--- src/rtl/branch_ctrl_id.sv ---
// ID-stage BEQ/BNE/J resolver. It computes the target, drives the PC select and IF/ID flush,
// stalls the front end while a branch operand is still in flight, and counts taken transfers.
module branch_ctrl_id #(
  parameter int unsigned PC_W   = 32,
  parameter int unsigned DATA_W = 32,
  parameter int unsigned CNT_W  = 16
) (
  input  logic              clk,
  input  logic              reset,
  input  logic              id_valid,
  input  logic              is_beq,
  input  logic              is_bne,
  input  logic              is_jump,
  input  logic [PC_W-1:0]   pc_plus1,
  input  logic [31:0]       sign_ext,
  input  logic [25:0]       jump_index,
  input  logic [4:0]        rs_addr,
  input  logic [4:0]        rt_addr,
  input  logic [DATA_W-1:0] rs_data,
  input  logic [DATA_W-1:0] rt_data,
  input  logic              ex_reg_write,
  input  logic              ex_mem_read,
  input  logic [4:0]        ex_rd,
  input  logic              mem_mem_read,
  input  logic [4:0]        mem_rd,
  output logic              stall,
  output logic              pc_src,
  output logic [PC_W-1:0]   target,
  output logic              flush_ifid,
  output logic [CNT_W-1:0]  taken_count
);

  typedef enum logic [0:0] {StIdle, StWait} state_e;

  state_e           state_q, state_d;
  logic [1:0]       wait_cnt_q, wait_cnt_d;
  logic [CNT_W-1:0] taken_count_q;

  logic             is_branch;
  logic             ex_match, mem_match;
  logic [1:0]       hazard_n;
  logic             operands_eq;
  logic             branch_taken;
  logic [PC_W-1:0]  offset_pc;
  logic [PC_W-1:0]  branch_target;
  logic [PC_W-1:0]  jump_target;
  logic             stall_raw, resolve, taken;

  assign is_branch = is_beq | is_bne;

  // Register $0 never carries a real dependency.
  assign ex_match  = (ex_rd != 5'd0) && ((ex_rd == rs_addr) || (ex_rd == rt_addr));
  assign mem_match = (mem_rd != 5'd0) && ((mem_rd == rs_addr) || (mem_rd == rt_addr));

  always_comb begin
    hazard_n = 2'd0;
    if (ex_mem_read && ex_match) begin
      hazard_n = 2'd2;
    end else if ((ex_reg_write && ex_match) || (mem_mem_read && mem_match)) begin
      hazard_n = 2'd1;
    end
  end

  assign operands_eq  = (rs_data == rt_data);
  assign branch_taken = (is_beq & operands_eq) | (is_bne & ~operands_eq);

  // Word-addressed PC: the offset is added unshifted.
  assign offset_pc     = PC_W'($signed(sign_ext));
  assign branch_target = pc_plus1 + offset_pc;
  assign jump_target   = {pc_plus1[PC_W-1:26], jump_index};
  assign target        = is_branch ? branch_target : jump_target;

  always_comb begin
    state_d    = state_q;
    wait_cnt_d = wait_cnt_q;
    stall_raw  = 1'b0;
    resolve    = 1'b0;
    taken      = 1'b0;
    unique case (state_q)
      StIdle: begin
        if (id_valid) begin
          if (is_jump) begin
            resolve = 1'b1;
            taken   = 1'b1;
          end else if (is_branch) begin
            if (hazard_n == 2'd0) begin
              resolve = 1'b1;
              taken   = branch_taken;
            end else begin
              stall_raw  = 1'b1;
              wait_cnt_d = hazard_n - 2'd1;
              state_d    = StWait;
            end
          end
        end
      end
      StWait: begin
        if (!id_valid) begin
          // Instruction was squashed upstream; drop it silently.
          wait_cnt_d = 2'd0;
          state_d    = StIdle;
        end else if (wait_cnt_q != 2'd0) begin
          stall_raw  = 1'b1;
          wait_cnt_d = wait_cnt_q - 2'd1;
        end else begin
          resolve = 1'b1;
          taken   = is_jump | branch_taken;
          state_d = StIdle;
        end
      end
      default: begin
        state_d    = StIdle;
        wait_cnt_d = 2'd0;
      end
    endcase
  end

  // Outputs are forced low for as long as reset is held.
  assign stall       = stall_raw & ~reset;
  assign pc_src      = resolve & taken & ~reset;
  assign flush_ifid  = resolve & taken & ~reset;
  assign taken_count = taken_count_q;

  always_ff @(posedge clk or posedge reset) begin
    if (reset) begin
      state_q       <= StIdle;
      wait_cnt_q    <= 2'd0;
      taken_count_q <= '0;
    end else begin
      state_q    <= state_d;
      wait_cnt_q <= wait_cnt_d;
      if (resolve && taken) begin
        taken_count_q <= taken_count_q + 1'b1;
      end
    end
  end

endmodule

--- config.mk ---
export PLATFORM = sky130hd
export DESIGN_NAME = branch_ctrl_id
export DESIGN_NICKNAME = d
export VERILOG_FILES = /design/src/rtl/branch_ctrl_id.sv
export SDC_FILE = /design/constraint.sdc
export NUM_CORES = 1
export LEC_CHECK = 0
export CAP_MARGIN = 25
export CORE_AREA = 2 2 90 92
export DETAILED_ROUTE_END_ITERATION = 8
export DIE_AREA = 0 0 92 94
export DONT_BUFFER_PORTS = 1
export PLACE_DENSITY = 0.62
export SLEW_MARGIN = 20
export SYNTH_ARGS = -nofsm -noshare
export SYNTH_HDL_FRONTEND = slang
export SYNTH_SLANG_ARGS = --single-unit
export TNS_END_PERCENT = 50
--- constraint.sdc ---
create_clock -name clk -period 2.5 [get_ports clk]
set_input_delay 0.25 -clock clk [delete_from_list [all_inputs] [get_ports clk]]
set_output_delay 0.25 -clock clk [all_outputs]
set_load 0.1 [all_outputs]
# Word-level counts from Yosys, hierarchy flattened
# Cells that the tools add are included.
# word_totals
reg_bits	19
latchBits	0
ram_bits	0
romBits	0
inputBits	183
output_inout_bits	51
memories	0
# op_classes
add_sub_neg	4
n_mul	0
div	0
n_lt_le_gt_ge	0
eq_ne	10
n_shift	0
mux	31
bitwise	11
reduce_logical	14
# op_table
cell	n
$add 32x32->32	1
$eq 32x32->1	1
$mux 32	1
$eq 5x5->1	4
$mux 1	19
$add 16x1->16 const B	1
$mux 2	7
$reduce_bool 5->1	2
$ne 2x2->1 const B	4
$logic_and 1x1->1	6
$pmux 1 s2	3
$and 1x1->1	5
$reduce_and 5->1	1
$pmux 2 s2	1
$sub 2x1->2 const B	2
$logic_or 1x1->1	3
$ne 3x2->1 const B	1
$not 1->1	3
$or 1x1->1	3
$logic_not 2->1	1
$reduce_bool 2->1	1

# Depth between registers and ports, before layout
# Gate-level depths: netlist of run 1.
# depth
ltp_word	15
depth_mapped	12

# Worst setup path after synthesis of run 1
# Ideal clock, no wire load.
# synth_path
path_kind	in2out
from	input pc_plus1[0]
to	output target[26]
arrival_ns	4.176
required_time_ns	2.250
path_slack_ns	-1.926
cell_stages	12
n_path_buf	0
path_cell_list	ha_1 inv_1 fa_1 nor2b_4 o31a_1 o31ai_2 a31oi_1 o21ai_2 a31oi_2 a21boi_0 xor2_1 o21ai_0
# synth_between
elab_chain_len	2
# synth_lines
element	line_no	source
from (decl)	14	input logic [PC_W-1:0] pc_plus1,
$add 32x32->32	69	assign branch_target = pc_plus1 + offset_pc;
$mux 32	71	assign target = is_branch ? branch_target : jump_target;
to (decl)	28	output logic [PC_W-1:0] target,
# Every way passes these cells.

# Worst setup path after layout of run 1
# layout_path
from	input pc_plus1[0]
to	output target[24]
# The elaborated chain is that of the path after synthesis.

==> results of run 1 <==
worst paths after layout:
path,startpoint,endpoint,depth (start not counted)
min reg2reg,taken_count[15],taken_count[15],1
min,id_valid,wait_cnt_q[1],1
max reg2reg,wait_cnt_q[0],taken_count[14],8
min in group asynchronous,reset,taken_count[7],3
max in group asynchronous,reset,taken_count[15],3
max,pc_plus1[0],target[24],13
power by group:
group	switching (mW)	total, mW	internal (mW)
sequential	0.0726	0.443	0.370
combinational	1.77	2.72	0.953
clock	0.0987	0.212	0.113
layout by cell type, fill, tap and decap left out, types with 7 or more instances in the layout:
cell / instances
xor2_1: 33
a21o_1: 17
nand3_1: 16
nand2_1: 53
o21ai_4: 13
ha_4: 11
dfrtp_1: 19
nand4_1: 14
o21a_1: 7
nor3_1: 9
inv_1: 13
nor2_1: 19
a21oi_1: 20
o21ai_2: 15
xnor2_1: 50
o21ai_0: 15
buf_12: 25
buf_4: 92
ha_1: 22
cell families after synthesis:
| group | count (synthesis) |
|---|---|
| XOR/XNOR | 89 |
| AND/OR/NAND/NOR | 152 |
| multiplexers | 4 |
| AO/OA/AOI/OAI | 133 |
| buffers and inverters | 26 |
| adder cells (fa/ha/maj) | 34 |
| flip-flops | 19 |
metal layers:
layer  vias up  share of wire, %  global-route usage, %
li1       1895                 -                      -
met1      1761                37                   26.9
met2       152                52                   48.2
met3        29               8.3                   6.74
met4         2               2.9                   7.96
met5         -              0.11                      0
critical path, delay by kind of cell:
family,cells,cell delay [ps]
buf+inv,2,210
fa+ha+maj,2,360
compound gates,7,1470
simple gates,2,350
flip-flops by register name, summed over array words and instances, names as in the netlist:
signal / flops
state_q: 1
taken_count: 16
wait_cnt_q: 2
final cells by class:
class                   instances  area, um^2
repair buffers                123        1260
clock buffers                   4        45.0
flip-flops and latches         19         475
multi-input cells             412        3520
fillers                       569        2120
well taps                     102         128
inverters                      14        52.6
timing repair:
action / CTS / global route
hold buffers: 1 / 0
resized for setup: 18 / 28
endpoints found under the hold margin: 19 / 0
setup buffers: 5 / 5
endpoints found under the setup margin: 16 / 18
pin swaps: 13 / 40
per-stage QoR:
| step | area (um^2) | instances | power [mW] |
|---|---|---|---|
| 3_5_place_dp | 5060 | 659 | 3.05 |
| 3_3_place_gp | 5060 | 659 | 3.01 |
| 5_1_grt | 5480 | 674 | 3.54 |
| 4_1_cts | 5270 | 669 | 3.32 |
| 6_report | 5480 | 674 | 3.38 |
| 2_1_floorplan | 3800 | 457 | 2.29 |
==> summary.txt, run 1 <==
Crit path cell chain: ha_4 > inv_2 > fa_2 > nor2b_4 > o31a_1 > o31ai_4 > a31oi_2 > o21ai_2 > a31oi_4 > o21a_1 > or3_1 > a31o_1 > buf_12
Clock root cell: clkbuf_8
Post-synthesis mux area share: 1.26%
Compound-Gate Fraction of Synth Area: 25.0%
Pre-CTS WS: -354 ps
Slew Limit Fails: 0
Synth area leaders: dfrtp_1 14%, xnor2_1 13%, ha_1 12%, xor2_1 9.3%, nand2_1 5.7%
Total CTS buffers: 3
Worst EP required: 2250 ps
I/O pin count: 234
Insertion delay to the later sink of the worst-skew pair: 250 ps
GRT overflow: 0
Routed wire per std cell: 17.1 um
Crit-path slowest cell: or3_1
Max-slew headroom: 65.9%
Distinct cells, synth: 60
Clock-pin slew on the worst setup and hold paths: 70 ps
Worst Setup Start Kind: input port
Mapped Area: 3480 um^2
Peak supply drop: 0.392 mV
Post-Synth XOR/XNOR Area: 22.4%
CTS max path bufs: 2
Die X-Extent: 92 um
CP endpoint kind: output pin
Die height: 94 um
Routed vias: 3839
Hold Slack: 116 ps
Adder-cell share of the synthesized area: 12.4%
Main synth FF type: dfrtp_1
Worst min path class: in2reg
First-pass GRT wire length: 17900 um
RSZ-0062 raised after global routing: yes
Vias in the first global route: 3933
Total number of yosys warnings: 0
Sequential share of the synthesized area: 13.6%
RD Place Congestion: 0.846
Leakage Power: 2.36 nW
Final Hold Vio Count: 0
Initial core utilization: 45.8%
Core area: 7610 um^2
GRT Resource Usage Total: 25.2%
Clk sinks: 19
Net count after synthesis: 674
# DRC: 0
EDFF count, synth: 0
PD cells: 616 nW/um^2
Number of port buffers: 0
Status: complete, but fails checks
Top-count cell post-synth: nand2_1
Post-synthesis sequential element count: 19
Number of detailed-route iterations in the first pass: 4
Via density: 5.70
Asr flop ratio synth: 100%
Kind of critical path: in2out
Leading area contributor after synthesis: dfrtp_1
Final Skew: 3.21 ps
Max-Cap Viols: 0
Fraction of the mapped netlist area in simple logic gates: 22.1%
Maximum clock rate: 0.345 GHz
WL final: 11500 um
Post-Syn Instances: 457
Share of layout cells above drive strength 1: 37.4%
CP arrival: 2650 ps
Largest net degree at the start of global routing: 60
Failing checks: negative setup slack
Worst path max stage delay: 300 ps
Largest family of logic cells by synthesized area: compound AO/OA/AOI/OAI gates
Routed Antenna Nets: 0
Drt first-iter violations: 60
DPL Wire Length: 9730 um
Final worst-path setup slack: -399 ps
Post-synth top area share: 13.6%
H-tree lvl count: 1
Worst-Margin Slew: 515 ps
CTS tree: done
Final Setup Violations: 15
Fin crit period: 2900 ps
Antenna violations before repair: 1
Die area: 8650 um^2
Number of inserted diodes: 0
Top post-synthesis cells by count: 53 x nand2_1, 52 x xnor2_1, 38 x o21ai_0, 37 x xor2_1, 33 x ha_1
Reg-to-reg slack, setup: 580 ps
Nets: 790
Crit Path Max Fanout: 4
Syn-to-layout area delta: 57.4%
Core Util, Final: 72.1%
Std cell rows: 32
Final Cycle Share: 116%
TNS Setup: -3030 ps
Syn Area/Cell: 7.62 um^2
Note: power is estimated with default switching activity, not from simulation.
==> run 2, diff against run 1 <==
- CORE_AREA: 2 2 90 92 -> 4 4 90 92
- DIE_AREA: 0 0 92 94 -> 0 0 94 96
- PLACE_DENSITY: 0.62 -> 0.65
- RECOVER_POWER: not set -> 50
==> run 2 against run 1 <==
  * Non-clock buffer count shrank 2
  * Count of clock-buffer cells in the layout shrank 1
  * The flow still finishes with violations (negative setup slack)
  * Power shrank 0.71%
  * Sequential share of layout area grew 0.11 points
  * Clock skew shrank 1.7 ps
  * Combinational power is essentially flat
  * Highest routed layer unchanged
==> summary.txt, run 2 (synthesized netlist as in run 1, its figures left out) <==
Status: complete, but fails checks (unchanged)
Failing checks: negative setup slack (unchanged)
Net Sw Frac: 58.4% (was 57.5%)
Pre-CTS WS: -347 ps (was -354 ps)
Clk sinks: 19 (unchanged)
Worst-Margin Slew: 1350 ps (was 515 ps)
Non-Filler Instances: 669 (was 674)
Via density: 5.86 (was 5.70)
CP endpoint kind: output pin (unchanged)
Worst Hold Depth: 2 (was 1)
# DRC: 0 (unchanged)
Filler instances: 543 (was 569)
Routed Antenna Nets: 0 (unchanged)
Switching power: 1.96 mW (was 1.94 mW)
Number of detailed-route iterations in the first pass: 4 (unchanged)
I/O pin count: 234 (unchanged)
Crit Path Max Fanout: 2 (was 4)
Leakage Power: 2.29 nW (was 2.36 nW)
Max-slew headroom: 10.0% (was 65.9%)
Nets: 788 (was 790)
Total CTS buffers: 3 (unchanged)
Max reg flops: 16 (unchanged)
Core area: 7210 um^2 (was 7610 um^2)
Worst EP required: 2250 ps (about the same)
CTS tree: done (unchanged)
DPL Wire Length: 10200 um (was 9730 um)
Clock root cell: clkbuf_8 (unchanged)
Comb pwr share: 80.4% (was 80.6%)
Syn-to-layout area delta: 55.4% (was 57.4%)
GRT Resource Usage Total: 25.2% (about the same)
Die X-Extent: 94 um (was 92 um)
Initial core utilization: 48.3% (was 45.8%)
Number of port buffers: 0 (unchanged)
Final Cycle Share: 115% (was 116%)
Maximum clock rate: 0.349 GHz (was 0.345 GHz)
Worst min path class: in2reg (unchanged)
Core Util, Final: 75.0% (was 72.1%)
Reg power frac: 13.2% (was 13.1%)
GRT overflow: 0 (unchanged)
Routed wire per std cell: 18.5 um (was 17.1 um)
Clock Power Share: 6.5% (was 6.3%)
Die height: 96 um (was 94 um)
Fin crit period: 2870 ps (was 2900 ps)
WL final: 12400 um (was 11500 um)
Routed vias: 3918 (was 3839)
Internal cell power: 1.40 mW (was 1.44 mW)
Final Skew: 1.47 ps (was 3.21 ps)
FF-to-FF path depth: 4 (was 8)
Largest net degree at the start of global routing: 29 (was 60)
Insertion delay to the later sink of the worst-skew pair: 260 ps (was 250 ps)
Max-Cap Viols: 0 (unchanged)
Drt first-iter violations: 93 (was 60)
Final worst-path setup slack: -366 ps (was -399 ps)
RSZ-0062 raised after global routing: yes (unchanged)
RD Place Congestion: 0.894 (was 0.846)
First-pass GRT wire length: 18600 um (was 17900 um)
Peak supply drop: 0.438 mV (was 0.392 mV)
Slew Limit Fails: 0 (unchanged)
Share of layout cells above drive strength 1: 35.3% (was 37.4%)
Commonest non-fill, non-tap cell in the layout: buf_4 (unchanged)
PD cells: 620 nW/um^2 (was 616 nW/um^2)
Worst Setup Start Kind: input port (unchanged)
CTS max path bufs: 2 (unchanged)
CP arrival: 2620 ps (was 2650 ps)
# placed instances: 656 (was 659)
Kind of critical path: in2out (unchanged)
Final Setup Violations: 15 (unchanged)
Vias in the first global route: 4069 (was 3933)
Die area: 9020 um^2 (was 8650 um^2)
Antenna violations before repair: 1 (unchanged)
Final Hold Vio Count: 0 (unchanged)
Std cell rows: 31 (was 32)
Commonest non-fill, non-tap cells in the layout: 76 x buf_4, 52 x nand2_1, 49 x xnor2_1 (was 92 x buf_4, 53 x nand2_1, 50 x xnor2_1)
Clock-pin slew on the worst setup and hold paths: 70 ps (about the same)
Number of inserted diodes: 0 (unchanged)
H-tree lvl count: 1 (unchanged)
run 2: path summary, 6_finish.rpt:
| check | from | endpoint | slack (ps) |
|---|---|---|---|
| worst min-delay path | id_valid | wait_cnt_q[0] | 120 |
| worst max-delay path | pc_plus1[0] | target[20] | -370 |
| max in group asynchronous | reset | taken_count[1] | 1160 |
| worst max register to register | taken_count[11] | taken_count[13] | 100 |
| worst min register to register | taken_count[15] | taken_count[15] | 480 |
| min in group asynchronous | reset | taken_count[0] | 730 |
run 2: critical path, stage by stage:
cell,delay [ps]
ha_4,140
inv_2,50
fa_2,220
nor2b_4,50
o31a_1,290
o31ai_4,210
and3_1,230
o21ai_2,90
a221o_1,380
a31oi_4,230
xor2_2,110
o21ai_4,160
buf_12,190
run 2: stage by stage:
step	hold WS [ps]	setup TNS [ps]	instance area, um^2	total power, mW
5_1_grt	123	-4550	5410	3.50
4_1_cts	110	-2090	5310	3.33
3_5_place_dp	178	-3220	5060	3.04
6_report	115	-2540	5410	3.35
3_3_place_gp	172	-2770	5060	3.01
2_1_floorplan	206	-6250	3800	2.29
run 2: what timing repair did:
action / in CTS / in global routing
cloned: 0 / 0
resized for setup: 26 / 22
setup buffers: 4 / 4
endpoints found under the hold margin: 19 / 0
hold buffers: 1 / 0
endpoints found under the setup margin: 17 / 19
pin swaps: 18 / 15
run 2: final cells by class:
class | count | area (um^2) | area share (%)
clock inverters | 1 | 5.00 | 0.0925
flip-flops and latches | 19 | 475 | 8.79
multi-input cells | 412 | 3540 | 65.4
clock buffers | 3 | 41.3 | 0.763
repair buffers | 121 | 1170 | 21.7
inverters | 14 | 52.6 | 0.971
well taps | 99 | 124 | 2.29
run 2: per-layer routing:
| layer | track usage [%] | vias to the layer above | part of all wire (%) |
|---|---|---|---|
| met2 | 47.0 | 174 | 52 |
| li1 | - | 1881 | - |
| met3 | 7.90 | 26 | 9.7 |
| met5 | 0 | - | 0.10 |
| met4 | 8.06 | 2 | 2.0 |
| met1 | 26.9 | 1835 | 36 |
run 2: power by group through the flow:
stage / combinational, mW / clock, mW / sequential [mW]
2_1_floorplan: 1.49 / 0 / 0.799
3_3_place_gp: 2.57 / 0 / 0.442
3_5_place_dp: 2.60 / 0 / 0.447
4_1_cts: 2.67 / 0.221 / 0.440
5_1_grt: 2.82 / 0.234 / 0.448
6_report: 2.70 / 0.217 / 0.442
==> run 3, diff against run 2 <==
- CORE_AREA: 4 4 90 92 -> 2 2 90 92
- DIE_AREA: 0 0 94 96 -> 0 0 92 94
- PLACE_DENSITY: 0.65 -> 0.62
==> run 3 against run 2 <==
  * The run still ends with negative setup slack left
  * Die area fell by 4.2%
  * Clock skew rose by 0.56 ps
  * Core utilization fell by 3.8 points
  * Non-clock buffer count rose by 2
  * Power fell by 0.45%
  * Register-to-register slack improved by 20 ps
  * Critical path depth did not move
==> summary.txt, run 3 (synthesized netlist as in run 1, its figures left out) <==
Status: complete, but fails checks (unchanged)
Failing checks: negative setup slack (unchanged)
CTS tree: done (unchanged)
Peak supply drop: 0.380 mV (was 0.438 mV)
I/O pin count: 234 (unchanged)
Insertion delay to the later sink of the worst-skew pair: 250 ps (was 260 ps)
Routed wire per std cell: 17.2 um (was 18.5 um)
Number of inserted diodes: 0 (unchanged)
PD cells: 617 nW/um^2 (was 620 nW/um^2)
CTS max path bufs: 2 (unchanged)
First-pass GRT wire length: 17900 um (was 18600 um)
CP arrival: 2650 ps (was 2620 ps)
Vias in the first global route: 3933 (was 4069)
RD Place Congestion: 0.846 (was 0.894)
Internal cell power: 1.40 mW (about the same)
WL final: 11600 um (was 12400 um)
Die area: 8650 um^2 (was 9020 um^2)
CP endpoint kind: output pin (unchanged)
Non-Filler Instances: 674 (was 669)
Reg power frac: 13.2% (about the same)
Clk sinks: 19 (unchanged)
Initial core utilization: 45.8% (was 48.3%)
Drt first-iter violations: 60 (was 93)
GRT Resource Usage Total: 25.2% (about the same)
Commonest non-fill, non-tap cells in the layout: 76 x buf_4, 53 x nand2_1, 50 x xnor2_1 (was 76 x buf_4, 52 x nand2_1, 49 x xnor2_1)
Worst r2r src: taken_count[11] (unchanged)
CP startpoint: pc_plus1[0] (unchanged)
Commonest non-fill, non-tap cell in the layout: buf_4 (unchanged)
Net Sw Frac: 58.1% (was 58.4%)
Worst min path class: in2reg (unchanged)
Antenna violations before repair: 1 (unchanged)
TNS Setup: -3030 ps (was -2540 ps)
Kind of critical path: in2out (unchanged)
Clock Power Share: 6.3% (was 6.5%)
Die height: 94 um (was 96 um)
Worst EP required: 2250 ps (about the same)
Max-Cap Viols: 0 (unchanged)
Clock root cell: clkbuf_8 (unchanged)
Worst Setup Start Kind: input port (unchanged)
Routed Antenna Nets: 0 (unchanged)
DPL Wire Length: 9730 um (was 10200 um)
Slew Limit Fails: 0 (unchanged)
GRT overflow: 0 (unchanged)
Worst-Margin Slew: 1320 ps (was 1350 ps)
Routed vias: 3830 (was 3918)
Syn-to-layout area delta: 55.5% (was 55.4%)
# placed instances: 659 (was 656)
Final Skew: 2.02 ps (was 1.47 ps)
Share of layout cells above drive strength 1: 34.4% (was 35.3%)
Core area: 7610 um^2 (was 7210 um^2)
Final Hold Vio Count: 0 (unchanged)
Maximum clock rate: 0.345 GHz (was 0.349 GHz)
Via density: 5.68 (was 5.86)
Crit Path Max Fanout: 4 (was 2)
H-tree lvl count: 1 (unchanged)
Nets: 790 (was 788)
Final Setup Violations: 15 (unchanged)
Largest net degree at the start of global routing: 60 (was 29)
Leakage Power: 2.29 nW (about the same)
# DRC: 0 (unchanged)
Die X-Extent: 92 um (was 94 um)
Final Cycle Share: 116% (was 115%)
Core Util, Final: 71.2% (was 75.0%)
Max-slew headroom: 11.8% (was 10.0%)
Number of port buffers: 0 (unchanged)
Number of detailed-route iterations in the first pass: 4 (unchanged)
Fin crit period: 2900 ps (was 2870 ps)
Tot Pwr: 3.34 mW (was 3.35 mW)
Std cell rows: 32 (was 31)
Max reg flops: 16 (unchanged)
Min-delay src: id_valid (unchanged)
Switching power: 1.94 mW (was 1.96 mW)
Final worst-path setup slack: -399 ps (was -366 ps)
Clock-pin slew on the worst setup and hold paths: 70 ps (about the same)
RSZ-0062 raised after global routing: yes (unchanged)
Total CTS buffers: 3 (unchanged)
Comb pwr share: 80.5% (was 80.4%)
==> run 3: cell type report <==
type	count	area (um^2)
Multi-Input combinational cell	412	3520
Fill cell	584	2190
Timing Repair Buffer	123	1200
Sequential cell	19	475
Tap cell	102	128
Inverter	14	52.6
Clock buffer	4	45.0
==> run 3: power by group through the flow <==
stage | sequential, mW | clock [mW] | combinational, mW
after floorplan | 0.799 | 0 | 1.49
after global placement | 0.441 | 0 | 2.57
after detailed placement | 0.447 | 0 | 2.60
after CTS | 0.441 | 0.215 | 2.66
after global routing | 0.452 | 0.230 | 2.82
final | 0.442 | 0.210 | 2.69
==> run 3: repair_timing <==
action | in CTS | in global routing
hold endpoints to repair | 19 | 0
setup endpoints to repair | 16 | 18
hold buffers | 1 | 0
pin swaps | 13 | 40
resized for setup | 18 | 28
setup buffers | 5 | 5
==> run 3: critical path: stages <==
cell	delay, ps
ha_4	140
inv_2	40
fa_2	220
nor2b_4	50
o31a_1	280
o31ai_4	270
a31oi_2	140
o21ai_2	220
a31oi_4	130
o21a_1	190
or3_1	300
a31o_1	240
buf_12	170
==> run 3: through the flow <==
step	setup WS, ps	cell area, um^2	hold slack, ps
after floorplan	-531	3800	206
after global placement	-317	5060	174
after global routing	-498	5420	126
final	-399	5420	119
after detailed placement	-354	5060	181
after CTS	-353	5270	119
==> run 3: final timing paths <==
path                            cells after the start              end  slack, ps
worst max-delay path                               13       target[24]       -400
worst min-delay path                                1    wait_cnt_q[1]        120
worst max register to register                      4  taken_count[14]        120
worst min register to register                      1  taken_count[15]        470
max in group asynchronous                           3  taken_count[15]       1140
min in group asynchronous                           3   taken_count[7]        750
==> run 3: layer usage <==
metal / track usage [%] / share of wire (%)
met5: 0 / 0.11
met1: 26.9 / 37
met4: 7.96 / 2.7
met2: 48.2 / 52
met3: 6.74 / 8.3
